$ cat config.mk
export PLATFORM = sky130hd
export DESIGN_NAME = fifo_ext
export DESIGN_NICKNAME = d
export VERILOG_FILES = /design/src/rtl/fifo_ext_pkg.sv /design/src/rtl/fifo_ext_mem.sv /design/src/rtl/fifo_ext.sv
export SDC_FILE = /design/constraint.sdc
export NUM_CORES = 1
export LEC_CHECK = 0
export BUFFER_PORTS_ARGS = -buffer_cell sky130_fd_sc_hd__buf_4
export CAP_MARGIN = 30
export CORE_MARGIN = 2
export CORE_UTILIZATION = 58
export DETAILED_ROUTE_END_ITERATION = 7
export GPL_TIMING_DRIVEN = 0
export PLACE_DENSITY = 0.78
export REMOVE_ABC_BUFFERS = 1
export SLEW_MARGIN = 25
export SYNTH_ARGS = -nofsm -noshare
export SYNTH_HDL_FRONTEND = slang
export SYNTH_SLANG_ARGS = --single-unit
export TNS_END_PERCENT = 50
$ cat constraint.sdc
create_clock -name clk -period 3.29 [get_ports clk]
set_clock_uncertainty 0.2 [all_clocks]
set_input_delay 0.329 -clock clk [delete_from_list [all_inputs] [get_ports clk]]
set_output_delay 0.329 -clock clk [all_outputs]
set_load 0.005 [all_outputs]
$ cat src/rtl/fifo_ext_pkg.sv
`default_nettype none
// ============================================================================
// Module   : fifo_ext_pkg
// Purpose  : Width helpers and parameter sanity check shared by the fifo_ext files.
// Revision : 1.0 - initial release
// ============================================================================
package fifo_ext_pkg;

    // Occupancy counter must be able to hold DEPTH itself.
    function automatic int cnt_w(input int depth);
        return $clog2(depth + 1);
    endfunction

    function automatic int ptr_w(input int depth);
        int w;
        w = $clog2(depth);
        return (w < 1) ? 1 : w;
    endfunction

    function automatic bit levels_ok(input int depth, input int afull, input int aempty);
        return (afull >= 0) && (afull <= depth) && (aempty >= 0) && (aempty < depth);
    endfunction

endpackage
`default_nettype wire

$ cat src/rtl/fifo_ext_mem.sv
`default_nettype none
// ============================================================================
// Module   : fifo_ext_mem
// Purpose  : Simple dual-port storage, synchronous write, asynchronous read.
// Revision : 1.0 - initial release
// ============================================================================
module fifo_ext_mem
    import fifo_ext_pkg::*;
#(
    parameter int DATA_WIDTH = 8,
    parameter int DEPTH      = 8
) (
    input  logic                        clk,
    input  logic                        we,
    input  logic [ptr_w(DEPTH)-1:0]     waddr,
    input  logic [DATA_WIDTH-1:0]       wdata,
    input  logic [ptr_w(DEPTH)-1:0]     raddr,
    output logic [DATA_WIDTH-1:0]       rdata
);

    logic [DATA_WIDTH-1:0] r_mem [DEPTH];

    always_ff @(posedge clk) begin
        if (we) begin
            r_mem[waddr] <= wdata;
        end
    end

    assign rdata = r_mem[raddr];

endmodule
`default_nettype wire

$ cat src/rtl/fifo_ext.sv
`default_nettype none
// ============================================================================
// Module   : fifo_ext
// Purpose  : Single-clock FIFO with arbitrary depth, fill count, almost flags,
//            optional FWFT read, flush and sticky overflow/underflow flags.
// Revision : 1.0 - initial release
// ============================================================================
module fifo_ext
    import fifo_ext_pkg::*;
#(
    parameter int DATA_WIDTH = 8,
    parameter int DEPTH      = 8,
    parameter int FWFT       = 0,
    parameter int AFULL_LVL  = DEPTH - 2,
    parameter int AEMPTY_LVL = 2
) (
    input  logic                        clk,
    input  logic                        rst,
    input  logic                        flush,
    input  logic                        clr_err,
    input  logic                        wren,
    input  logic [DATA_WIDTH-1:0]       i_data,
    input  logic                        rden,
    output logic [DATA_WIDTH-1:0]       o_data,
    output logic                        o_valid,
    output logic                        full,
    output logic                        empty,
    output logic                        almost_full,
    output logic                        almost_empty,
    output logic [cnt_w(DEPTH)-1:0]     count,
    output logic                        overflow,
    output logic                        underflow
);

    localparam int c_cnt_w = cnt_w(DEPTH);
    localparam int c_ptr_w = ptr_w(DEPTH);

    localparam logic [c_cnt_w-1:0] c_depth      = c_cnt_w'(DEPTH);
    localparam logic [c_cnt_w-1:0] c_afull_lvl  = c_cnt_w'(AFULL_LVL);
    localparam logic [c_cnt_w-1:0] c_aempty_lvl = c_cnt_w'(AEMPTY_LVL);
    localparam logic [c_cnt_w-1:0] c_cnt_one    = c_cnt_w'(1);
    localparam logic [c_ptr_w-1:0] c_ptr_last   = c_ptr_w'(DEPTH - 1);
    localparam logic [c_ptr_w-1:0] c_ptr_one    = c_ptr_w'(1);

    logic [c_ptr_w-1:0]    r_wr_ptr;
    logic [c_ptr_w-1:0]    r_rd_ptr;
    logic [c_cnt_w-1:0]    r_count;
    logic                  r_overflow;
    logic                  r_underflow;

    logic                  w_full;
    logic                  w_empty;
    logic                  w_rd_acc;
    logic                  w_wr_acc;
    logic                  w_push;
    logic                  w_pop;
    logic [DATA_WIDTH-1:0] w_rdata;

    generate
        if (!levels_ok(DEPTH, AFULL_LVL, AEMPTY_LVL)) begin : g_bad_levels
            $error("fifo_ext: AFULL_LVL must be <= DEPTH and AEMPTY_LVL < DEPTH");
        end
    endgenerate

    assign w_full   = (r_count == c_depth);
    assign w_empty  = (r_count == '0);
    assign w_rd_acc = rden & ~w_empty;
    assign w_wr_acc = wren & (~w_full | w_rd_acc);

    // Flush blocks all accepts; the raw accept terms still drive the error flags.
    assign w_push = w_wr_acc & ~flush;
    assign w_pop  = w_rd_acc & ~flush;

    always_ff @(posedge clk) begin
        if (rst || flush) begin
            r_wr_ptr <= '0;
            r_rd_ptr <= '0;
            r_count  <= '0;
        end else begin
            if (w_push) begin
                r_wr_ptr <= (r_wr_ptr == c_ptr_last) ? '0 : r_wr_ptr + c_ptr_one;
            end
            if (w_pop) begin
                r_rd_ptr <= (r_rd_ptr == c_ptr_last) ? '0 : r_rd_ptr + c_ptr_one;
            end
            case ({w_push, w_pop})
                2'b10:   r_count <= r_count + c_cnt_one;
                2'b01:   r_count <= r_count - c_cnt_one;
                default: r_count <= r_count;
            endcase
        end
    end

    // Sticky error flags: a new event in the same cycle as clr_err wins.
    always_ff @(posedge clk) begin
        if (rst) begin
            r_overflow  <= 1'b0;
            r_underflow <= 1'b0;
        end else begin
            r_overflow  <= (~flush & wren & ~w_wr_acc) | (r_overflow  & ~clr_err);
            r_underflow <= (~flush & rden & w_empty)   | (r_underflow & ~clr_err);
        end
    end

    fifo_ext_mem #(
        .DATA_WIDTH (DATA_WIDTH),
        .DEPTH      (DEPTH)
    ) u_mem (
        .clk   (clk),
        .we    (w_push),
        .waddr (r_wr_ptr),
        .wdata (i_data),
        .raddr (r_rd_ptr),
        .rdata (w_rdata)
    );

    generate
        if (FWFT != 0) begin : g_fwft
            assign o_data  = w_rdata;
            assign o_valid = ~w_empty;
        end else begin : g_regout
            logic [DATA_WIDTH-1:0] r_data;
            logic                  r_valid;

            always_ff @(posedge clk) begin
                if (rst) begin
                    r_data  <= '0;
                    r_valid <= 1'b0;
                end else begin
                    r_valid <= w_pop;
                    if (w_pop) begin
                        r_data <= w_rdata;
                    end
                end
            end

            assign o_data  = r_data;
            assign o_valid = r_valid;
        end
    endgenerate

    assign full         = w_full;
    assign empty        = w_empty;
    assign almost_full  = (r_count >= c_afull_lvl);
    assign almost_empty = (r_count <= c_aempty_lvl);
    assign count        = r_count;
    assign overflow     = r_overflow;
    assign underflow    = r_underflow;

endmodule
`default_nettype wire

After elaboration in Yosys (flattened, before gate mapping)
Memories as Yosys holds them, arrays and structs flattened. A register that Yosys moved wholly into a read port is not among the register bits.
Index checks and enable logic that the tools add are counted.
{"block": "totals", "register_bits": 13, "ramBits": 64, "inputBits": 14, "n_memories": 1}
{"block": "classes", "n_addsub": 4, "magnitude_cmp": 2, "eq_ne": 5, "n_mux": 5, "bitwise": 18, "n_reduce_logical": 3}
{"name": "u_mem.r_mem", "words": 8, "word_bits": 8, "read_ports": 1, "rd_clocked_by_memory_dff": 1, "write_ports": 1, "line": "fifo_ext_mem.sv:21", "rtl": "logic [DATA_WIDTH-1:0] r_mem [DEPTH];"}
{"cell": "1-bit AND", "count": 10}
{"cell": "4-bit case mux with 2 select lines", "count": 1}
{"cell": "3-bit by 1-bit adder with 3-bit output, second input constant", "count": 2}
{"cell": "3-bit equality test, second input constant", "count": 2}
{"cell": "3-bit two-way mux", "count": 2}
{"cell": "1-bit inverter", "count": 5}
{"cell": "4-bit by 1-bit adder with 4-bit output, second input constant", "count": 1}
{"cell": "4-bit equality test, second input constant", "count": 1}
{"cell": "4-bit by 3-bit greater-or-equal comparator with 1-bit output, second input constant", "count": 1}
{"cell": "4-bit by 2-bit <= comparator with 1-bit output, second input constant", "count": 1}
{"cell": "4-bit zero test", "count": 1}
{"cell": "4-bit by 1-bit subtractor with 4-bit output, second input constant", "count": 1}
{"cell": "1-bit bitwise OR", "count": 3}
{"cell": "2-bit by 1-bit equality test with 1-bit output, second input constant", "count": 1}
{"cell": "2-bit equality test, second input constant", "count": 1}
{"cell": "1-bit two-way mux", "count": 2}
{"cell": "2-bit nonzero test", "count": 1}
{"cell": "1-bit logical OR", "count": 1}

Longest topological paths before layout
{"block": "depth", "depth_word": 8, "depth_mapped": 12, "mapped_depth_nobuf": 10}

Cells and area by module
From an unflattened synthesis, not the netlist that was laid out.
{"block": "unflattened", "cells_unflattened": 210, "area_unflattened_um2": 3550.9}
{"mod": "fifo_ext_mem", "instances": 1, "cells_per_inst": 106, "area_each_um2": 2531.2, "seq_area_each_um2": 1921.8}
{"mod": "fifo_ext", "instances": 1, "cells_per_inst": 104, "area_each_um2": 1019.7, "seq_area_each_um2": 420.4}

Worst setup path after synthesis
No wires, ideal clock.
{"block": "synth_timing", "path_kind": "register to register", "startpoint": "register r_count[2] (netlist: count[2])", "endpoint": "register r_count[2] (netlist: count[2])", "arrival_time_ns": 2.555, "required_time_ns": 3.019, "slack_ns": 0.465, "path_stages_with_launch": 12, "n_path_buf": 1, "synth_period_minus_slack_ns": 2.825, "cell_sequence": "dfxtp_1 or4_4 nand2_4 inv_1 buf_6 ha_1 xor2_1 ha_1 a21oi_1 xor2_1 or3_2 a21oi_1"}
{"element": "from (decl)", "line": "fifo_ext.sv:47", "rtl": "logic [c_cnt_w-1:0] r_count;"}
{"element": "from (signal assigned)", "line": "fifo_ext.sv:87", "rtl": "2'b10: r_count <= r_count + c_cnt_one;"}
{"element": "from (signal assigned)", "line": "fifo_ext.sv:88", "rtl": "2'b01: r_count <= r_count - c_cnt_one;"}
{"element": "from (signal assigned)", "line": "fifo_ext.sv:89", "rtl": "default: r_count <= r_count;"}
{"element": "4-bit zero test (*)", "line": "fifo_ext.sv:66", "rtl": "assign w_empty = (r_count == '0);"}
{"element": "1-bit inverter (*)", "line": "fifo_ext.sv:67", "rtl": "assign w_rd_acc = rden & ~w_empty;"}
{"element": "1-bit AND (*)", "line": "fifo_ext.sv:67"}
{"element": "1-bit AND (*)", "line": "fifo_ext.sv:72", "rtl": "assign w_pop = w_rd_acc & ~flush;"}
{"element": "via w_pop", "line": "fifo_ext.sv:56", "rtl": "logic w_pop;"}
{"element": "2-bit by 1-bit equality test with 1-bit output or 2-bit equality test (tied branches)", "line": "fifo_ext.sv:86", "rtl": "case ({w_push, w_pop})"}
{"element": "4-bit case mux with 2 select lines or 2-bit nonzero test (tied branches)"}
The timed path passes the listed nets; every way through them passes the cells marked *.
A chain may end at the register's enable or synchronous reset.

Worst setup path in the final report
{"block": "layout_timing", "startpoint": "register r_count[2] (netlist: count[2])", "endpoint": "register r_count[2] (netlist: count[2])"}
{"block": "layout_via", "elab_chain_cells": 8}
{"element": "4-bit zero test", "line": "fifo_ext.sv:66"}
{"element": "1-bit inverter", "line": "fifo_ext.sv:67"}
{"element": "1-bit AND", "line": "fifo_ext.sv:67"}
{"element": "1-bit bitwise OR", "line": "fifo_ext.sv:68", "rtl": "assign w_wr_acc = wren & (~w_full | w_rd_acc);"}
{"element": "1-bit AND", "line": "fifo_ext.sv:68"}
{"element": "1-bit AND", "line": "fifo_ext.sv:71", "rtl": "assign w_push = w_wr_acc & ~flush;"}
{"element": "2-bit by 1-bit equality test with 1-bit output or 2-bit equality test (tied branches)", "line": "fifo_ext.sv:86"}
{"element": "4-bit case mux with 2 select lines or 2-bit nonzero test (tied branches)"}
Parallel ways exist; a longest one is shown, timed or not.

==> summary.md <==
| Metric | Value |
|---|---|
| Status | finished, final reports clean |
| CTS Buf Count | 9 |
| Pins Over Slew Limit | 0 |
| CTS Sinks | 85 |
| Layout area overhead | 15.81% |
| Final setup margin | 0.1711 ns |
| Hold Path Class | input port to register |
| VDD IR max | 0.0004146 V |
| CP Data Arrival Time | 3.20 ns |
| Crit path kind | register to register |
| Slew at the pin closest to its max-slew limit | 0.8917 ns |
| Final global-route overflow total | 0 |
| Antenna cells | 0 |
| Most common cell after layout, fill and taps aside | edfxtp_1 |
| Initial antenna violation count | 0 |
| DP Area | 3747 sq um |
| Die footprint | 6553 sq um |
| Chip width | 80.95 um |
| Pre-antenna DRT Iters | 5 |
| Vias in the first global route | 1815 |
| Mapped Area | 3435 sq um |
| Htree depth | 3 |
| DR WL/cell | 18.33 um |
| Worst-path cell chain | or4_4, nand2_4, inv_1, ha_1, xor2_1, ha_1, a21oi_1, xor2_1, or3_2, a21oi_1 |
| Filler Cells Inserted | 432 |
| Flops & latches, synth | 85 |
| Post-Syn Instances | 215 |
| F_max | 320.6 MHz |
| Worst skew pair latency | 0.35 ns |
| Remaining DRCs | 0 |
| Routed Antenna Nets | 0 |
| Power density cells | 499.2 nW/um^2 |
| Average vias per placed instance | 5.835 |
| Static Leak | 1.422 nW |
| CTS Root Cell | clkbuf_8 |
| Period utilization | 0.9480 |
| Data required, critical path | 3.37 ns |
| Critical path buffer and inverter count | 1 |
| Clock transition at path regs | 0.09 ns |
| Syn_area_per_cell | 15.97 sq um |
| CP Launch Type | register |
| Fin nets | 275 |
| Final Hold Fails | 0 |
| CTS max path bufs | 2 |
| Starting Density | 0.5906 |
| Post-synthesis sequential area ratio | 0.6820 |
| Fin crit period | 3.119 ns |
| Worst path top cell family by delay | simple AND/OR/NAND/NOR gates |
| Die Ht | 80.95 um |
| CP max stage cell | or4_4 |
| CTS tree | built |
| Netlist cell types | 39 |
| Crit end category | register |
| Crit Path Max Fanout | 12 |
| RD Place Congestion | 0.7782 |
| Port Buf Inserts | 32 |
| Max Cap Viol | 0 |
| I/O pin total | 33 |
| CP peak stage delay | 0.63 ns |
| Initial DRC Count | 229 |
| Commonest cells after routing, fill and taps aside | 64 x edfxtp_1, 34 x buf_4, 22 x nor2_1 |
| Yosys warning count | 0 |
| Final number of setup-violating endpoints | 0 |
| Final core utilization | 0.6840 |
| Layout cells sized above 1 | 0.3166 |
| Core region area | 5816 sq um |
| Unrepaired setup endpoints after global routing | false |
| Slew headroom | 0.4034 |
| GRT Resource Usage Total | 0.2049 |
| First-pass GRT wire length | 9.370 mm |
| Pin count of the biggest net entering global routing | 20 |
| Post-Route WL | 6.122 mm |
| Pre-CTS setup slack | 0.1814 ns |
| Fin Setup TNS | 0 ns |
| Via count | 1949 |
| Post-route cell area | 3978 sq um |
| Post-DP HPWL | 3.881 mm |
| Row count | 28 |
## Yosys cell counts, drive strengths merged
library cell | number | share of area
a211oi | 1 | 0.0022
a21o | 1 | 0.0022
a21oi | 9 | 0.013
a22oi | 1 | 0.0022
and2b | 1 | 0.0022
buf | 6 | 0.013
clkbuf | 3 | 0.0033
dfxtp | 21 | 0.12
edfxtp | 64 | 0.56
ha | 7 | 0.025
inv | 3 | 0.0033
mux2i | 3 | 0.0087
mux4 | 16 | 0.10
nand2 | 9 | 0.012
nand2b | 3 | 0.0055
nand3 | 3 | 0.0080
nand3b | 2 | 0.0080
nor2 | 22 | 0.024
nor2b | 3 | 0.0055
nor3 | 10 | 0.015
nor3b | 1 | 0.0022
nor4 | 2 | 0.0036
nor4bb | 1 | 0.0029
o21ai | 4 | 0.0091
o22ai | 8 | 0.015
or2 | 2 | 0.0036
or3 | 3 | 0.0062
or4 | 2 | 0.0055
or4b | 1 | 0.0040
xor2 | 3 | 0.0077
## path summary, 6_finish.rpt
| path | start | end | slack (ns) | depth (start not counted) |
|---|---|---|---|---|
| min reg2reg | o_data[4] | o_data[4] | 0.30 | 2 |
| max | count[2] | count[2] | 0.17 | 10 |
| max reg2reg | count[2] | count[2] | 0.17 | 10 |
| min | i_data[3] | u_mem.r_mem[6][3] | 0.006 | 1 |
## where the power goes
group | internal [mW] | switching, mW
combinational | 0.0344 | 0.0401
clock | 0.360 | 0.385
sequential | 1.16 | 0.00651
total | 1.55 | 0.431
## worst reg2reg max path, stage by stage, from the launching register on
cell and delay, ns:
dfxtp_1 0.38, or4_4 0.63, nand2_4 0.12, inv_1 0.23, ha_1 0.36, xor2_1 0.17
ha_1 0.18, a21oi_1 0.15, xor2_1 0.09, or3_2 0.41, a21oi_1 0.14
## state kept, by name (all words and copies together) (netlist names)
register,flops
count,4
o_data,8
o_valid,1
overflow,1
r_rd_ptr,3
r_wr_ptr,3
u_mem.r_mem,64
underflow,1
## per-stage QoR
stage	hold WS [ns]	power [mW]	cells
after floorplan	0.2014	1.223	206
after global placement	0.2778	1.260	313
after detailed placement	0.2832	1.264	315
after CTS	0.001108	1.994	333
after global routing	0.007586	2.039	334
final	0.005834	1.985	334
## layer usage
layer  GRT usage  wire (um)  up-vias
met5           0          0        -
met4     0.09661         93        0
met3     0.04667        364       10
met2      0.3083       3002       71
met1      0.2875       2662      962
li1            -          -      906
## area by class of cell
class	instances	area [sq um]	area share
sequential	85	2344	0.5892
tap	75	93.84	0.02359
clock buffer	9	123.9	0.03114
clock inverter	7	78.83	0.01982
multi-input combinational	118	1046	0.2630
inverter	3	11.26	0.002831
timing repair buffer	37	280.3	0.07046
## logic make-up after synthesis
group | Yosys count | share of synthesized area
buffers and inverters | 12 | 0.02003
AO/OA/AOI/OAI | 24 | 0.04335
XOR/XNOR | 3 | 0.007652
multiplexers | 19 | 0.1137
AND/OR/NAND/NOR | 65 | 0.1078
flip-flops | 85 | 0.6820
adder cells (fa/ha/maj) | 7 | 0.02550
## timing repair
item	CTS	global route
hold endpoints to repair	8	0
resized for setup	0	0
buffers inserted	0	0
hold buffers	2	0
(Power assumes the default switching activity.)
